`src/rtl/flash_read_pkg.sv`:
```
// Shared definitions for the NOR flash read front-end.
//   state_t      : controller states (idle, access wait, data capture)
//   FLASH_*_W    : flash data bus / word address widths
//   MISS_CNT_W   : width of the saturating flash-access counter
//   WAIT_CNT_W   : width of the access wait-state down-counter
package flash_read_pkg;

    localparam int FLASH_WORD_W = 16;
    localparam int FLASH_ADDR_W = 24;
    localparam int MISS_CNT_W   = 16;
    localparam int WAIT_CNT_W   = 4;

    typedef enum logic [1:0] {
        ST_IDLE    = 2'd0,
        ST_WAIT    = 2'd1,
        ST_CAPTURE = 2'd2
    } state_t;

    function automatic logic [7:0] sel_byte(input logic [FLASH_WORD_W-1:0] word,
                                            input logic                    hi);
        return hi ? word[15:8] : word[7:0];
    endfunction

endpackage

```
`src/rtl/flash_line_buffer.sv`:
```
// Single-entry line buffer holding the most recently fetched flash word.
// Ports:
//   i_clk, i_reset          clock, asynchronous active-high reset
//   i_lookup_tag / o_hit    word-address compare against the stored tag
//   i_inval                 clear the valid bit
//   i_fill_*                load tag/data; i_fill_valid decides the new valid bit
//   i_sel_fill, i_byte_sel  choose fill word or stored word, then the byte lane
//   o_sel_word, o_sel_byte  selected word and byte for the response registers
module flash_line_buffer
    import flash_read_pkg::*;
#(
    parameter int TAG_W = FLASH_ADDR_W
) (
    input  logic                    i_clk,
    input  logic                    i_reset,
    input  logic [TAG_W-1:0]        i_lookup_tag,
    output logic                    o_hit,
    input  logic                    i_inval,
    input  logic                    i_fill_en,
    input  logic [TAG_W-1:0]        i_fill_tag,
    input  logic [FLASH_WORD_W-1:0] i_fill_word,
    input  logic                    i_fill_valid,
    input  logic                    i_sel_fill,
    input  logic                    i_byte_sel,
    output logic [FLASH_WORD_W-1:0] o_sel_word,
    output logic [7:0]              o_sel_byte
);

    logic                    r_valid;
    logic [TAG_W-1:0]        r_tag;
    logic [FLASH_WORD_W-1:0] r_data;
    logic [FLASH_WORD_W-1:0] w_word;

    always_ff @(posedge i_clk or posedge i_reset) begin
        if (i_reset) begin
            r_valid <= 1'b0;
            r_tag   <= '0;
            r_data  <= '0;
        end else if (i_fill_en) begin
            r_tag   <= i_fill_tag;
            r_data  <= i_fill_word;
            r_valid <= i_fill_valid;
        end else if (i_inval) begin
            r_valid <= 1'b0;
        end
    end

    assign o_hit      = r_valid && (r_tag == i_lookup_tag);
    assign w_word     = i_sel_fill ? i_fill_word : r_data;
    assign o_sel_word = w_word;
    assign o_sel_byte = sel_byte(w_word, i_byte_sel);

endmodule

```
`src/rtl/flash_read_ctrl.sv`:
```
// Timed byte-read front-end for an asynchronous NOR flash with a one-word
// line buffer. Misses drive the flash for WAIT_CYCLES wait states plus one
// capture cycle; hits are answered from the buffer one cycle after accept.
// Ports:
//   I_CLK, I_RESET                      clock, asynchronous active-high reset
//   I_REQ_VALID, I_REQ_ADDR, O_REQ_READY byte-read request handshake
//   I_FLUSH                              invalidate the line buffer
//   O_RESP_VALID/DATA/WORD, O_HIT        response (valid pulses, rest hold)
//   O_MISS_COUNT                         saturating count of flash accesses
//   I_FLASH_DATA, O_FLASH_*, O_ADDR_VALID_L  flash pins
//
// state      | meaning
// ST_IDLE    | ready for a request; flash deselected
// ST_WAIT    | address driven, CE/OE low, counting wait states
// ST_CAPTURE | last access cycle; flash data registered at its end
module flash_read_ctrl
    import flash_read_pkg::*;
#(
    parameter int WAIT_CYCLES = 4,
    parameter int ADDR_W      = 25
) (
    input  logic                    I_CLK,
    input  logic                    I_RESET,
    input  logic                    I_REQ_VALID,
    input  logic [ADDR_W-1:0]       I_REQ_ADDR,
    output logic                    O_REQ_READY,
    input  logic                    I_FLUSH,
    output logic                    O_RESP_VALID,
    output logic [7:0]              O_RESP_DATA,
    output logic [FLASH_WORD_W-1:0] O_RESP_WORD,
    output logic                    O_HIT,
    output logic [MISS_CNT_W-1:0]   O_MISS_COUNT,
    input  logic [FLASH_WORD_W-1:0] I_FLASH_DATA,
    output logic [ADDR_W-2:0]       O_FLASH_ADDR,
    output logic                    O_FLASH_CE_L,
    output logic                    O_FLASH_OE_L,
    output logic                    O_FLASH_WE_L,
    output logic                    O_ADDR_VALID_L,
    output logic                    O_FLASH_CLK
);

    localparam int WA_W = ADDR_W - 1;
    localparam logic [WAIT_CNT_W-1:0] WAIT_LOAD = WAIT_CNT_W'(WAIT_CYCLES - 1);

    state_t                  r_state;
    state_t                  w_next_state;
    logic [WAIT_CNT_W-1:0]   r_wait_cnt;
    logic [WA_W-1:0]         r_flash_addr;
    logic                    r_byte_sel;
    logic                    r_flush_pend;
    logic                    r_resp_valid;
    logic [7:0]              r_resp_data;
    logic [FLASH_WORD_W-1:0] r_resp_word;
    logic                    r_hit;
    logic [MISS_CNT_W-1:0]   r_miss_count;

    logic                    w_idle;
    logic                    w_capture;
    logic                    w_accept;
    logic                    w_buf_hit;
    logic                    w_hit_acc;
    logic                    w_miss_acc;
    logic                    w_inval;
    logic                    w_fill_valid;
    logic                    w_byte_sel;
    logic [FLASH_WORD_W-1:0] w_sel_word;
    logic [7:0]              w_sel_byte;

    assign w_idle     = (r_state == ST_IDLE);
    assign w_capture  = (r_state == ST_CAPTURE);
    assign w_accept   = I_REQ_VALID && w_idle;
    assign w_hit_acc  = w_accept && w_buf_hit;
    assign w_miss_acc = w_accept && !w_buf_hit;
    assign w_inval    = I_FLUSH && w_idle;
    // A flush seen at any point during the access keeps the new fill invalid.
    assign w_fill_valid = !(r_flush_pend || I_FLUSH);
    assign w_byte_sel   = w_capture ? r_byte_sel : I_REQ_ADDR[0];

    flash_line_buffer #(
        .TAG_W (WA_W)
    ) u_line_buffer (
        .i_clk        (I_CLK),
        .i_reset      (I_RESET),
        .i_lookup_tag (I_REQ_ADDR[ADDR_W-1:1]),
        .o_hit        (w_buf_hit),
        .i_inval      (w_inval),
        .i_fill_en    (w_capture),
        .i_fill_tag   (r_flash_addr),
        .i_fill_word  (I_FLASH_DATA),
        .i_fill_valid (w_fill_valid),
        .i_sel_fill   (w_capture),
        .i_byte_sel   (w_byte_sel),
        .o_sel_word   (w_sel_word),
        .o_sel_byte   (w_sel_byte)
    );

    always_ff @(posedge I_CLK or posedge I_RESET) begin
        if (I_RESET) begin
            r_state <= ST_IDLE;
        end else begin
            r_state <= w_next_state;
        end
    end

    always_comb begin
        w_next_state = r_state;
        case (r_state)
            ST_IDLE: begin
                if (w_miss_acc) begin
                    w_next_state = ST_WAIT;
                end
            end
            ST_WAIT: begin
                if (r_wait_cnt == '0) begin
                    w_next_state = ST_CAPTURE;
                end
            end
            ST_CAPTURE: begin
                w_next_state = ST_IDLE;
            end
            default: begin
                w_next_state = ST_IDLE;
            end
        endcase
    end

    always_ff @(posedge I_CLK or posedge I_RESET) begin
        if (I_RESET) begin
            r_wait_cnt   <= '0;
            r_flash_addr <= '0;
            r_byte_sel   <= 1'b0;
            r_flush_pend <= 1'b0;
            r_miss_count <= '0;
        end else begin
            if (w_miss_acc) begin
                r_flash_addr <= I_REQ_ADDR[ADDR_W-1:1];
                r_byte_sel   <= I_REQ_ADDR[0];
                r_wait_cnt   <= WAIT_LOAD;
                r_flush_pend <= 1'b0;
                if (r_miss_count != '1) begin
                    r_miss_count <= r_miss_count + 1'b1;
                end
            end else begin
                if ((r_state == ST_WAIT) && (r_wait_cnt != '0)) begin
                    r_wait_cnt <= r_wait_cnt - 1'b1;
                end
                if (!w_idle && I_FLUSH) begin
                    r_flush_pend <= 1'b1;
                end
            end
        end
    end

    // Response registers: data/word/hit hold between responses, valid pulses.
    always_ff @(posedge I_CLK or posedge I_RESET) begin
        if (I_RESET) begin
            r_resp_valid <= 1'b0;
            r_resp_data  <= '0;
            r_resp_word  <= '0;
            r_hit        <= 1'b0;
        end else if (w_hit_acc || w_capture) begin
            r_resp_valid <= 1'b1;
            r_resp_data  <= w_sel_byte;
            r_resp_word  <= w_sel_word;
            r_hit        <= !w_capture;
        end else begin
            r_resp_valid <= 1'b0;
        end
    end

    assign O_REQ_READY    = w_idle;
    assign O_RESP_VALID   = r_resp_valid;
    assign O_RESP_DATA    = r_resp_data;
    assign O_RESP_WORD    = r_resp_word;
    assign O_HIT          = r_hit;
    assign O_MISS_COUNT   = r_miss_count;
    assign O_FLASH_ADDR   = r_flash_addr;
    assign O_FLASH_CE_L   = w_idle;
    assign O_FLASH_OE_L   = w_idle;
    assign O_ADDR_VALID_L = w_idle;
    assign O_FLASH_WE_L   = 1'b1;
    assign O_FLASH_CLK    = 1'b1;

endmodule

```
`config.mk`:
```
export PLATFORM = sky130hd
export DESIGN_NAME = flash_read_ctrl
export DESIGN_NICKNAME = d
export VERILOG_FILES = /design/src/rtl/flash_read_pkg.sv /design/src/rtl/flash_line_buffer.sv /design/src/rtl/flash_read_ctrl.sv
export SDC_FILE = /design/constraint.sdc
export NUM_CORES = 1
export LEC_CHECK = 0
export ABC_AREA = 1
export CAP_MARGIN = 20
export CORE_MARGIN = 2
export CORE_UTILIZATION = 57
export CTS_BUF_LIST = sky130_fd_sc_hd__clkbuf_8
export DETAILED_ROUTE_END_ITERATION = 10
export PLACE_DENSITY_LB_ADDON = 0.08
export SLEW_MARGIN = 40
export SYNTH_ARGS = -nofsm -noshare
export SYNTH_HDL_FRONTEND = slang
export SYNTH_HIERARCHICAL = 1
export SYNTH_SLANG_ARGS = --single-unit
```
`constraint.sdc`:
```
create_clock -name I_CLK -period 4.06 [get_ports I_CLK]
set_clock_uncertainty 0.2 [all_clocks]
set_input_delay 1.015 -clock I_CLK [delete_from_list [all_inputs] [get_ports I_CLK]]
set_output_delay 1.015 -clock I_CLK [all_outputs]
set_load 0.03 [all_outputs]
```
=== After elaboration in Yosys (flattened, before gate mapping) ===
Cells that the tools add are included.

* Add/subtract/negate cells: 2
* Equal/unequal tests: 6
* Multiplexer cells: 13
* Reduce and logical (&&, ||, !) cells: 21

{| class="wikitable"
|+ Operators by type and width
! operator !! count
|-
| equality test 24 bit || 1
|-
| adder 16 x 1 -> 16 bit (second input constant) || 1
|-
| two-way mux 16 bit || 1
|-
| inequality test 16 bit (second input constant) || 1
|-
| two-way mux 4 bit || 2
|-
| two-way mux 8 bit || 1
|-
| logical AND 1 bit || 7
|-
| two-way mux 1 bit || 6
|-
| nonzero test 2 bit || 3
|-
| zero test 1 bit || 4
|-
| zero test 4 bit || 1
|-
| two-way mux 2 bit || 2
|-
| case mux 2 bit (2 select lines) || 1
|-
| AND reduction 2 bit || 2
|-
| nonzero test 4 bit || 1
|-
| subtractor 4 x 1 -> 4 bit (second input constant) || 1
|-
| equality test 2 x 1 -> 1 bit (second input constant) || 1
|-
| equality test 2 bit (second input constant) || 1
|-
| zero test 2 bit || 1
|-
| logical OR 1 bit || 2
|-
| inequality test 2 x 1 -> 1 bit (second input constant) || 1
|-
| inequality test 2 bit (second input constant) || 1
|}

* Flip-flop bits (word level): 115
* Input port bits: 45

=== Depth between registers and ports, before layout ===
* Depth in word-level cells: 6
* Depth in mapped cells: 14
* Depth with buffers taken out: 13

=== Hierarchy ===
The synthesis kept the hierarchy.

{| class="wikitable"
|+ Modules (own cells, without submodules)
! module !! instances !! cells an instance !! area each (µm²) !! sequential area each (µm²)
|-
| flash_read_ctrl || 1 || 411 || 3,394.5 || 1,851.8
|-
| flash_line_buffer || 1 || 332 || 2,268.4 || 1,026.0
|}

=== Worst setup path after synthesis ===
No wires, ideal clock.

* Path type: input to register
* Start point: in I_REQ_ADDR[11]
* End point: reg r_miss_count[2], in the netlist O_MISS_COUNT[2]
* Setup time: 0.074 ns
* Data arrival time: 2.180 ns
* Path slack: 1.606 ns
* Stages: 11
* Buffers on the path: 1
* Path through: a21boi_0 -> nand2_1 -> nor2_1 -> nand3_1 -> nor2_1 -> nand3b_4 -> clkinv_2 -> nand2_1 -> buf_6 -> nand2_1 -> o21ai_2

* Cells in the longest elaborated chain, start to end: 5

{| class="wikitable"
|+ RTL lines
! what !! RTL line !! text
|-
| start, declared || flash_read_ctrl.sv:25 || <nowiki>input logic [ADDR_W-1:0] I_REQ_ADDR,</nowiki>
|-
| equality test 24 bit || flash_line_buffer.sv:48 || <nowiki>assign o_hit = r_valid && (r_tag == i_lookup_tag);</nowiki>
|-
| logical AND 1 bit || flash_line_buffer.sv:48 ||
|-
| named net w_buf_hit || flash_read_ctrl.sv:60 || <nowiki>logic w_buf_hit;</nowiki>
|-
| zero test 1 bit || flash_read_ctrl.sv:73 || <nowiki>assign w_miss_acc = w_accept && !w_buf_hit;</nowiki>
|-
| logical AND 1 bit || flash_read_ctrl.sv:73 ||
|-
| AND reduction 2 bit (no source line) || -- ||
|-
| end signal, assigned || flash_read_ctrl.sv:141 || <nowiki>r_miss_count <= r_miss_count + 1'b1;</nowiki>
|-
| end, declared || flash_read_ctrl.sv:55 || <nowiki>logic [MISS_CNT_W-1:0] r_miss_count;</nowiki>
|}

The timed path passes the listed nets, and every way through them passes these cells.
A chain may end at the register's enable or synchronous reset.

=== Final worst setup path ===
* Start point: in I_REQ_ADDR[11]
* End point: reg r_miss_count[6], in the netlist O_MISS_COUNT[6]

Same word-level chain as after synthesis.

==> results.py <==
metrics = {
    "placement": {
        "globalplace.congestion": 0.846,
        "portBuffers": 114,
        "dpl_cell_area_mm2": 0.00687,
        "post-place-cells": 970,
        "dp_hpwl_um": 9700,
    },
    "synthesis": {
        "synth_top_area_share_pct": 50.8,
        "async_flop_share_pct": 100,
        "synth_top_area_cell": "dfrtp_1",
        "yosys.cell_types.count": 28,
        "synth-main-ff-cell": "dfrtp_1",
        "ys_seq_area_share_pct": 50.8,
        "ys_seq_elements": 115,
        "yosysWarnings": 6,
        "syn_inst": 743,
        "synth_area_leaders": "dfrtp_1 (51%), nand2_1 (22%), inv_1 (5.4%), o21ai_0 (4.9%), nand3_1 (3.3%)",
        "synth_edf_count": 0,
        "syn_area_mm2": 0.00566,
        "avgSynthCellArea_um2": 7.62,
    },
    "power": {
        "power_frac_seq_pct": 36.1,
        "swShare_pct": 42.2,
        "p_per_area_mw_per_mm2": 774,
        "clkPwrFrac_pct": 18.8,
        "combPwrFrac_pct": 45.1,
        "internal-power_uw": 3250,
        "p_sw_uw": 2380,
        "power_leakage_uw": 0.00355,
        "peakVddDrop_mv": 0.433,
    },
    "clocking": {
        "clock_path_buffers": 2,
        "h-tree-depth": 4,
        "cts_resized": 0,
        "cts_num_sinks": 115,
        "ctsRootBufferMaster": "clkbuf_8",
        "cts_tree": "done",
        "holdBufCountCts": 0,
        "cts_setup_buffers": 0,
        "clk_latency_ps": 430,
        "path_clk_slew_ps": 70,
        "cts_inserted_buffers": 17,
    },
    "die": {
        "ios": 117,
        "rows": 36,
        "start_util_pct": 58.2,
        "die_w_um": 104,
        "die_area_mm2": 0.0107,
        "coreArea_mm2": 0.00973,
        "die_y_um": 104,
    },
    "timing": {
        "rsz0062_at_grt": "false",
        "tns_ps": 0,
        "period_needed_ps": 3120,
        "slew_headroom_pct": 51.6,
        "final_hold_viol_count": 0,
        "final_max_slew_viol_count": 0,
        "finalCritPeriodShare_pct": 76.8,
        "tightest_slew_ps": 726,
        "setup_viol": 0,
        "clock.fmax_ghz": 0.321,
    },
    "setup_path": {
        "critPathKind": "in2reg",
        "critPathTopFamily": "simple AND/OR/NAND/NOR gates",
        "crit_start": "I_REQ_ADDR[11]",
        "rr_endpoint": "O_MISS_COUNT[6]",
        "critPathMaxStageDelay_ps": 530,
        "cp-start-kind": "primary input",
        "path_cells": "clkdlybuf4s50_1 > inv_1 > nand2_1 > nand2_1 > nor2_1 > nand2_1 > nor2_1 > nand2_1 > nor2_1 > nand3b_4 > clkinv_2 > nand2_1 > nand2_1 > o21ai_1",
        "r2r-start": "u_line_buffer/r_tag[10]",
        "crit_path_end": "O_MISS_COUNT[6]",
        "path_depth": 14,
        "cp_slowest_cell": "clkdlybuf4s50_1",
        "r2r_cells": 12,
        "path_buf_inv": 3,
        "cp-end-kind": "flip-flop",
        "timing.critical_path.mode_cell": "nand2_1",
        "cp_max_fo": 11,
        "worstPathRequired_ps": 4210,
        "r2r_slack_ps": 1710,
        "arrival_ps": 3270,
    },
    "global_routing": {
        "grt_first_pass_wirelength_um": 23500,
        "grt_max_degree": 52,
        "grtUsageMet2_pct": 44.5,
        "busiest_layer": "met2",
        "gr-total-overflow": 0,
        "grtUsageMet1_pct": 36.2,
        "antenna_found_initial": 0,
        "use_met3_pct": 6.36,
        "grt_pass1_vias": 4945,
        "grt_usage_pct": 27.2,
    },
    "routing": {
        "final_antenna_net_count": 0,
        "vias_per_cell": 5.11,
        "firstDrtPassIters": 5,
        "avgRoutedWirePerCell_um": 14.0,
        "vias": 5113,
        "wl_um": 14000,
        "drc": 0,
        "drt_iter0_drc": 304,
    },
    "layout": {
        "final_cell_mix": "nand2_1 (330), dfrtp_1 (115), clkdlybuf4s50_1 (114)",
        "finalNonFillerCells": 1000,
        "final_common_cell": "nand2_1",
        "fin_nets": 904,
        "drive_above_1_share_pct": 7.27,
        "synthToLayoutAreaGrowth_pct": 28.2,
        "diodes": 0,
        "design_area_mm2": 0.00726,
    },
    "outcome": {
        "status": "complete, no violations",
    },
    "run": {
        "maxCapViolCount": 0,
    },
    "worst_hold_path": {
        "holdCritPathClass": "reg2reg",
    },
}
==> kinds of logic (layout without fill, tap and decap cells) <==
family	count (synthesis)	count (layout)	share of synthesized area, %
compound gates	79	79	7.80
xor+xnor	12	12	1.86
fa+ha+maj	3	3	0.663
buf+inv	115	238	8.95
flops	115	115	50.8
other cells	1	2	0.0662
simple gates	418	418	29.8
==> layer usage <==
metal,share of wire [%],up-vias
li1,-,2510
met4,1.0,0
met2,49,186
met1,44,2401
met5,0,-
met3,6.2,16
==> Yosys cell counts, types with 3 or more instances <==
| cell type | n |
|---|---|
| o21ai_2 | 11 |
| nand2_1 | 330 |
| dfrtp_1 | 115 |
| xnor2_1 | 8 |
| buf_4 | 13 |
| o21ai_0 | 56 |
| nand4_1 | 8 |
| buf_2 | 8 |
| nand3_1 | 37 |
| o21ai_1 | 8 |
| xor2_1 | 4 |
| ha_1 | 3 |
| inv_2 | 3 |
| inv_1 | 81 |
| nor2_1 | 34 |
| clkbuf_1 | 7 |
==> tightest hold or removal path: cells and delay by family, from the launching register on <==
kind               cells  cell delay (ps)
DFF                    1              340
AOI/OAI and AO/OA      1               60
and+or+nand+nor        1               50
==> worst min-delay path by stage <==
stage | start | to | depth (start not counted)
after global placement | O_HIT | O_HIT | 2
after global routing | u_line_buffer/r_data[4] | u_line_buffer/r_data[4] | 2
after floorplan | u_line_buffer/r_data[5] | u_line_buffer/r_data[5] | 2
after CTS | u_line_buffer/r_data[2] | u_line_buffer/r_data[2] | 2
final | u_line_buffer/r_data[2] | u_line_buffer/r_data[2] | 2
after detailed placement | u_line_buffer/r_data[2] | u_line_buffer/r_data[2] | 2
==> power groups by stage <==
stage | clock network [uW] | logic, uW | registers, uW
after floorplan | 0 | 1120 | 2510
after global placement | 0 | 2470 | 2010
after detailed placement | 0 | 2530 | 2040
after CTS | 1070 | 2550 | 2020
after global routing | 1130 | 2770 | 2080
final | 1060 | 2530 | 2030
==> flip-flops by register name (all words and copies together) (netlist names) <==
signal,count
r_flush_pend,1
r_wait_cnt,4
u_line_buffer/r_data,16
O_RESP_WORD,16
u_line_buffer/r_tag,24
O_HIT,1
r_byte_sel,1
O_FLASH_ADDR,24
r_state,2
O_MISS_COUNT,16
O_RESP_VALID,1
u_line_buffer/r_valid,1
O_RESP_DATA,8
==> stage by stage <==
step	utilization (%)	worst slack [ps]	total power, uW	hold slack [ps]
3_5_place_dp	70.6	595	4570	273
2_1_floorplan	-	963	3630	248
4_1_cts	74.6	946	5640	290
6_report	74.6	940	5620	288
5_1_grt	74.6	826	5980	317
3_3_place_gp	70.6	666	4480	255
==> cell type report <==
class | count | area (um2)
fill | 765 | 2470
multi-input combinational | 514 | 2290
clock inverter | 12 | 141
inverter | 85 | 320
sequential | 115 | 2880
tap | 133 | 166
timing repair buffer | 123 | 1220
clock buffer | 18 | 248
Power figures use the tool's default switching activity.
